--- src/rtl/snn_sched_pkg.sv ---
// Shared types and sizing helpers for the SNN timestep scheduler.
package snn_sched_pkg;

    typedef enum logic [2:0] {
        S_IDLE,
        S_INF_START,
        S_INF_WAIT,
        S_LRN_START,
        S_LRN_WAIT,
        S_DONE
    } state_t;

    localparam int INF_TIMEOUT_DEF = 4096;

    // Learner sweep: N y-updates, N*F weight RMWs, final write, return to idle.
    function automatic int learn_cycles(input int f, input int n);
        return n * (f + 1) + 2;
    endfunction

endpackage

--- src/rtl/snn_cycle_timer.sv ---
// Loadable saturating down-counter with a zero flag; shared by the
// inference timeout and the fixed learner wait.
module snn_cycle_timer #(
    parameter int W = 13
) (
    input  logic         clk,
    input  logic         rst_n,
    input  logic         load,
    input  logic         dec,
    input  logic [W-1:0] load_val,
    output logic         zero
);

    logic [W-1:0] cnt_d, cnt_q;

    always_comb begin
        cnt_d = cnt_q;
        if (load) begin
            cnt_d = load_val;
        end else if (dec && (cnt_q != '0)) begin
            cnt_d = cnt_q - W'(1);
        end
    end

    always_ff @(posedge clk or negedge rst_n) begin
        if (!rst_n) begin
            cnt_q <= '0;
        end else begin
            cnt_q <= cnt_d;
        end
    end

    assign zero = (cnt_q == '0);

endmodule

--- src/rtl/snn_step_sched.sv ---
// Per-timestep sequencer: runs inference on each accepted spike vector and
// periodically launches a fixed-length STDP pass, never overlapping the two.
module snn_step_sched
    import snn_sched_pkg::*;
#(
    parameter int F           = 48,
    parameter int N           = 96,
    parameter int INF_TIMEOUT = INF_TIMEOUT_DEF,
    parameter int CNT_W       = 32
) (
    input  logic             clk,
    input  logic             rst_n,
    input  logic             step_valid,
    output logic             step_ready,
    input  logic [F-1:0]     step_pre,
    output logic             inf_start,
    output logic [F-1:0]     inf_pre,
    input  logic             inf_done,
    input  logic [N-1:0]     inf_post,
    input  logic [7:0]       learn_every,
    output logic             lrn_enable,
    output logic [F-1:0]     lrn_pre,
    output logic [N-1:0]     lrn_post,
    output logic             step_done,
    output logic [CNT_W-1:0] step_count,
    output logic [CNT_W-1:0] learn_count,
    output logic             busy,
    output logic             err_timeout
);

    localparam int LEARN_CYCLES = learn_cycles(F, N);
    localparam int TMR_MAX      = (LEARN_CYCLES > INF_TIMEOUT) ? LEARN_CYCLES : INF_TIMEOUT;
    localparam int TMR_W        = $clog2(TMR_MAX + 1);
    localparam logic [TMR_W-1:0] INF_LOAD = TMR_W'(INF_TIMEOUT - 1);
    localparam logic [TMR_W-1:0] LRN_LOAD = TMR_W'(LEARN_CYCLES - 1);

    state_t             state_d, state_q;
    logic               ready_d, ready_q;
    logic [F-1:0]       inf_pre_d, inf_pre_q;
    logic [N-1:0]       lrn_post_d, lrn_post_q;
    logic [7:0]         phase_d, phase_q;
    logic [CNT_W-1:0]   step_cnt_d, step_cnt_q;
    logic [CNT_W-1:0]   learn_cnt_d, learn_cnt_q;
    logic               err_d, err_q;
    logic               tmr_load, tmr_dec, tmr_zero;
    logic [TMR_W-1:0]   tmr_val;
    logic               learn_go, timeout_now;

    snn_cycle_timer #(.W(TMR_W)) u_timer (
        .clk      (clk),
        .rst_n    (rst_n),
        .load     (tmr_load),
        .dec      (tmr_dec),
        .load_val (tmr_val),
        .zero     (tmr_zero)
    );

    always_comb begin
        state_d     = state_q;
        inf_pre_d   = inf_pre_q;
        lrn_post_d  = lrn_post_q;
        phase_d     = phase_q;
        step_cnt_d  = step_cnt_q;
        learn_cnt_d = learn_cnt_q;
        err_d       = err_q;
        tmr_load    = 1'b0;
        tmr_dec     = 1'b0;
        tmr_val     = INF_LOAD;
        // >= so that lowering learn_every mid-run fires on the next step.
        learn_go    = (learn_every != 8'd0) && (phase_q >= (learn_every - 8'd1));
        timeout_now = (state_q == S_INF_WAIT) && tmr_zero && !inf_done;

        case (state_q)
            S_IDLE: begin
                if (step_valid && ready_q) begin
                    inf_pre_d = step_pre;
                    tmr_load  = 1'b1;
                    tmr_val   = INF_LOAD;
                    state_d   = S_INF_START;
                end
            end
            S_INF_START: begin
                state_d = S_INF_WAIT;
            end
            S_INF_WAIT: begin
                tmr_dec = 1'b1;
                if (inf_done) begin
                    lrn_post_d = inf_post;
                    if (learn_go) begin
                        // Timer is armed here so the learn window spans exactly LEARN_CYCLES from lrn_enable.
                        tmr_load = 1'b1;
                        tmr_val  = LRN_LOAD;
                        phase_d  = 8'd0;
                        state_d  = S_LRN_START;
                    end else begin
                        phase_d = phase_q + 8'd1;
                        state_d = S_DONE;
                    end
                end else if (tmr_zero) begin
                    err_d      = 1'b1;
                    lrn_post_d = '0;
                    phase_d    = phase_q + 8'd1;
                    state_d    = S_DONE;
                end
            end
            S_LRN_START: begin
                tmr_dec     = 1'b1;
                learn_cnt_d = learn_cnt_q + CNT_W'(1);
                state_d     = S_LRN_WAIT;
            end
            S_LRN_WAIT: begin
                tmr_dec = 1'b1;
                if (tmr_zero) begin
                    state_d = S_DONE;
                end
            end
            S_DONE: begin
                step_cnt_d = step_cnt_q + CNT_W'(1);
                state_d    = S_IDLE;
            end
            default: begin
                state_d = S_IDLE;
            end
        endcase

        ready_d = (state_d == S_IDLE);
    end

    always_ff @(posedge clk or negedge rst_n) begin
        if (!rst_n) begin
            state_q     <= S_IDLE;
            ready_q     <= 1'b0;
            inf_pre_q   <= '0;
            lrn_post_q  <= '0;
            phase_q     <= 8'd0;
            step_cnt_q  <= '0;
            learn_cnt_q <= '0;
            err_q       <= 1'b0;
        end else begin
            state_q     <= state_d;
            ready_q     <= ready_d;
            inf_pre_q   <= inf_pre_d;
            lrn_post_q  <= lrn_post_d;
            phase_q     <= phase_d;
            step_cnt_q  <= step_cnt_d;
            learn_cnt_q <= learn_cnt_d;
            err_q       <= err_d;
        end
    end

    assign step_ready  = ready_q;
    assign inf_start   = (state_q == S_INF_START);
    assign inf_pre     = inf_pre_q;
    assign lrn_enable  = (state_q == S_LRN_START);
    assign lrn_pre     = inf_pre_q;
    assign lrn_post    = lrn_post_q;
    assign step_done   = (state_q == S_DONE);
    assign step_count  = step_cnt_q;
    assign learn_count = learn_cnt_q;
    assign busy        = (state_q != S_IDLE);
    // The timeout decision shows in its own cycle; the sticky flag holds it afterwards.
    assign err_timeout = err_q | timeout_now;

endmodule

--- config.mk ---
export PLATFORM = sky130hd
export DESIGN_NAME = snn_step_sched
export DESIGN_NICKNAME = d
export VERILOG_FILES = /design/src/rtl/snn_sched_pkg.sv /design/src/rtl/snn_cycle_timer.sv /design/src/rtl/snn_step_sched.sv
export SDC_FILE = /design/constraint.sdc
export NUM_CORES = 1
export LEC_CHECK = 0
export ABC_AREA = 1
export CORE_MARGIN = 2
export CORE_UTILIZATION = 45
export DETAILED_ROUTE_END_ITERATION = 8
export GPL_TIMING_DRIVEN = 0
export MAX_ROUTING_LAYER = met4
export PLACE_DENSITY = 0.81
export SETUP_SLACK_MARGIN = 0.1
export SLEW_MARGIN = 20
export SYNTH_ARGS = -nofsm -noshare
export SYNTH_HDL_FRONTEND = slang
export SYNTH_SLANG_ARGS = --single-unit
--- constraint.sdc ---
create_clock -name clk -period 2.3 [get_ports clk]
set_clock_uncertainty 0.15 [all_clocks]
set_input_delay 0.345 -clock clk [delete_from_list [all_inputs] [get_ports clk]]
set_output_delay 0.345 -clock clk [all_outputs]
set_load 0.05 [all_outputs]
==> flow_metrics.env <==
export IMPL_multi_input_comb_area_sq_mm=0.00489
export IMPL_dp_hpwl_mm=27.3
export IMPL_crit_path_end_kind="primary output"
export IMPL_cp_data_arrival_time_ps=1820
export IMPL_vias_per_cell=4.92
export IMPL_layout_cell_area_non_filler_sq_mm=0.0173
export IMPL_synth_avg_cell_area_sq_um=8.12
export IMPL_detailedRoute_firstPassIterationCount=5
export IMPL_yosysMostFrequentCell="sky130_fd_sc_hd__nand2_1"
export IMPL_min_path_type="in -> reg"
export IMPL_routed_wire_length_per_instance_um=16.1
export IMPL_synthArstFlopShare=1.00
export IMPL_min_period_ps=2320
export IMPL_synth_lib_cells_used_distinct=35
export IMPL_insertedDiodeCount=0
export IMPL_maxClockFrequency_mhz=432
export IMPL_power_density_mw_per_mm2=1340
export IMPL_cp_max_fo=3
export IMPL_syn_area_sq_mm=0.0115
export IMPL_synth_edf_count=0
export IMPL_floorplan_initialDensity=0.457
export IMPL_drc_violation_count_after_routing=0
export IMPL_cts_max_path_buffers=3
export IMPL_drtIter0Drc=710
export IMPL_grt_first_pass_wirelength_mm=55.7
export IMPL_register_clock_pin_slew_on_the_reported_worst_setup_and_hold_paths_ps=60
export IMPL_io_pins=418
export IMPL_drive_above_1_share=0.119
export IMPL_track_usage=0.270
export IMPL_ys_warn_count=0
export IMPL_non_filler_cells_in_the_finished_layout=2237
export IMPL_tightest_slew_ps=642
export IMPL_synth_seq_area_share=0.510
export IMPL_final_estimated_routing_congestion_in_global_placement=0.920
export IMPL_grt_antenna_before_repair=0
export IMPL_drv_cap=0
export IMPL_hold_ws_ps=203
export IMPL_synth_area_leaders="sky130_fd_sc_hd__dfrtp_1, sky130_fd_sc_hd__nand2_1, sky130_fd_sc_hd__nand3_1"
export IMPL_cts_tree="done"
export IMPL_fin_nets=2056
export IMPL_crit_required_ps=1800
export IMPL_status="finished, violations left"
export IMPL_min_period_over_period=1.01
export IMPL_clock_root_buffer="sky130_fd_sc_hd__clkbuf_16"
export IMPL_synth_instances=1414
export IMPL_antenna_viol_nets_final=0
export IMPL_grt_start_max_net_pins=95
export IMPL_rsz_0062_raised_after_global_routing="true"
export IMPL_setup_ws_ps=-15.4
export IMPL_route_final_wire_length_mm=35.9
export IMPL_regArea_sq_mm=0.00586
export IMPL_finalMaxSlewViolations=0
export IMPL_dp_cells=2162
export IMPL_path_class="reg -> out"
export IMPL_grt_ovfl_total=0
export IMPL_finalHoldViolations=0
export IMPL_port_bufs=416
export IMPL_layout_area_overhead_vs_synth_pct=50.5
export IMPL_nFillCells=2044
export IMPL_numCtsBuffers=27
export IMPL_critical_path_startpoint_type="register"
export IMPL_regToRegSetupSlack_ps=200
export IMPL_failed_checks="setup timing"
export IMPL_clock_sinks=234
export IMPL_timing_final_setup_violations=1
export IMPL_core_area_sq_mm=0.0251
export IMPL_clk_insertion_delay_late_ps=520
export IMPL_total_power_mw=23.2
export IMPL_power_ir_vdd_worst_mv=0.984
export IMPL_cts_htree_levels=1
export IMPL_site_rows=58
export IMPL_route_vias_total=11007
export IMPL_placed_cell_area_sq_mm=0.0162
export IMPL_placement_setup_worst_slack_ps=-731
export IMPL_postSynthRegisterBits=234
export IMPL_grt_pass1_vias=10876
export IMPL_synthDominantCellAreaShare=0.510
export IMPL_fp_dieArea_sq_mm=0.0268
export IMPL_post_route_util=0.688
export IMPL_post_synth_most_frequent_cells="sky130_fd_sc_hd__nand2_1, sky130_fd_sc_hd__dfrtp_1, sky130_fd_sc_hd__nand3_1"
export IMPL_die_w_um=164
export IMPL_final_setup_tns_ps=-15.4
export IMPL_postSynthNetCount=1583
export IMPL_slew_limit_headroom=0.574
export IMPL_die_h_um=164
export IMPL_cellLeakagePower_nw=9.38
export IMPL_yosys_area_top_type="sky130_fd_sc_hd__dfrtp_1"
export IMPL_synth_top_flop_cell="sky130_fd_sc_hd__dfrtp_1"
area by class of cell:
| cell class | instances | share of cell area |
|---|---|---|
| flip-flops and latches | 234 | 0.339 |
| repair buffers | 443 | 0.245 |
| inverters | 89 | 0.0203 |
| well taps | 330 | 0.0239 |
| multi-input cells | 994 | 0.283 |
| clock buffers | 41 | 0.0474 |
| clock inverters | 8 | 0.00420 |
| plain buffers | 98 | 0.0369 |
metal layers:
metal  part of all wire  GRT usage
met1               0.37      0.289
met2               0.53      0.498
met5                  0          -
met3              0.077     0.0588
met4              0.029     0.0829
power breakdown:
part | internal, mW | switching (mW)
Combinational | 3.56 | 8.88
Sequential | 5.50 | 1.03
Clock | 2.55 | 1.69
layout by cell type, fill, tap and decap left out, types with 3 or more instances in the layout:
cell type	netlist	layout
sky130_fd_sc_hd__nand3_4	4	5
sky130_fd_sc_hd__clkbuf_16	0	27
sky130_fd_sc_hd__nor2_4	6	13
sky130_fd_sc_hd__nand3_2	1	5
sky130_fd_sc_hd__inv_2	7	10
sky130_fd_sc_hd__nand2_4	0	3
sky130_fd_sc_hd__o21ai_1	12	12
sky130_fd_sc_hd__clkbuf_1	28	31
sky130_fd_sc_hd__a21oi_1	3	3
sky130_fd_sc_hd__clkdlybuf4s50_1	0	147
sky130_fd_sc_hd__clkbuf_8	0	9
sky130_fd_sc_hd__buf_12	0	3
sky130_fd_sc_hd__nor3_1	28	27
sky130_fd_sc_hd__ha_4	0	3
sky130_fd_sc_hd__buf_8	0	5
sky130_fd_sc_hd__buf_16	0	3
sky130_fd_sc_hd__nand2_2	8	11
sky130_fd_sc_hd__xnor2_1	23	23
sky130_fd_sc_hd__nor2_1	87	78
sky130_fd_sc_hd__o211ai_1	3	3
sky130_fd_sc_hd__dfrtp_2	0	4
sky130_fd_sc_hd__nor3_2	2	3
sky130_fd_sc_hd__nand3_1	128	125
sky130_fd_sc_hd__buf_4	51	70
sky130_fd_sc_hd__o21ai_0	4	4
sky130_fd_sc_hd__nand3b_1	7	7
sky130_fd_sc_hd__xor2_1	46	46
sky130_fd_sc_hd__dlymetal6s2s_1	0	29
sky130_fd_sc_hd__buf_6	1	5
sky130_fd_sc_hd__nor2_2	6	8
sky130_fd_sc_hd__buf_2	19	19
sky130_fd_sc_hd__inv_1	82	75
sky130_fd_sc_hd__dlygate4sd2_1	0	230
sky130_fd_sc_hd__nand2_1	583	577
sky130_fd_sc_hd__nand4_1	17	17
sky130_fd_sc_hd__ha_1	13	10
sky130_fd_sc_hd__dfrtp_1	234	230
sky130_fd_sc_hd__clkinv_2	0	5
cell families (layout without fill, tap and decap cells):
kind of cell	count (synthesis)	count (layout)	synth area share
and+or+nand+nor	882	884	0.328
DFF	234	234	0.510
buffers and inverters	188	679	0.0809
xor gates and xnor gates	69	69	0.0526
AOI/OAI and AO/OA	28	28	0.0148
adders and majority gates	13	13	0.0142
critical path, cell delays in order, from the launching register on:
cell and delay (ps):
sky130_fd_sc_hd__dfrtp_2 430, sky130_fd_sc_hd__nor2_4 170, sky130_fd_sc_hd__nand2_4 80, sky130_fd_sc_hd__inv_2 80
sky130_fd_sc_hd__buf_12 100, sky130_fd_sc_hd__buf_8 80, sky130_fd_sc_hd__nand2_2 60, sky130_fd_sc_hd__o21bai_4 130
sky130_fd_sc_hd__buf_8 160
path summary, 6_finish.rpt:
kind / cells after the start / endpoint / startpoint
worst min register to register: 2 / lrn_post[80] / lrn_post[80]
max in group asynchronous: 4 / lrn_post[46] / rst_n
worst max register to register: 12 / lrn_post[50] / u_timer.cnt_q[0]
min in group asynchronous: 2 / step_count[19] / rst_n
worst max-delay path: 8 / err_timeout / state_q[2]
worst min-delay path: 3 / inf_pre[18] / step_pre[18]
state kept, by name, indices dropped and copies added, names as in the netlist:
name / count
phase_q: 8
step_count: 32
lrn_post: 96
step_ready: 1
inf_pre: 48
u_timer.cnt_q: 13
err_q: 1
learn_count: 32
state_q: 3
timing repair:
item	in CTS	in global routing
gates resized for setup	297	68
cloned	2	1
setup endpoints to repair	262	63
hold endpoints to repair	62	0
hold buffers	1	0
buffers inserted	11	12
pin swaps	7	20
Power figures use the tool's default switching activity.
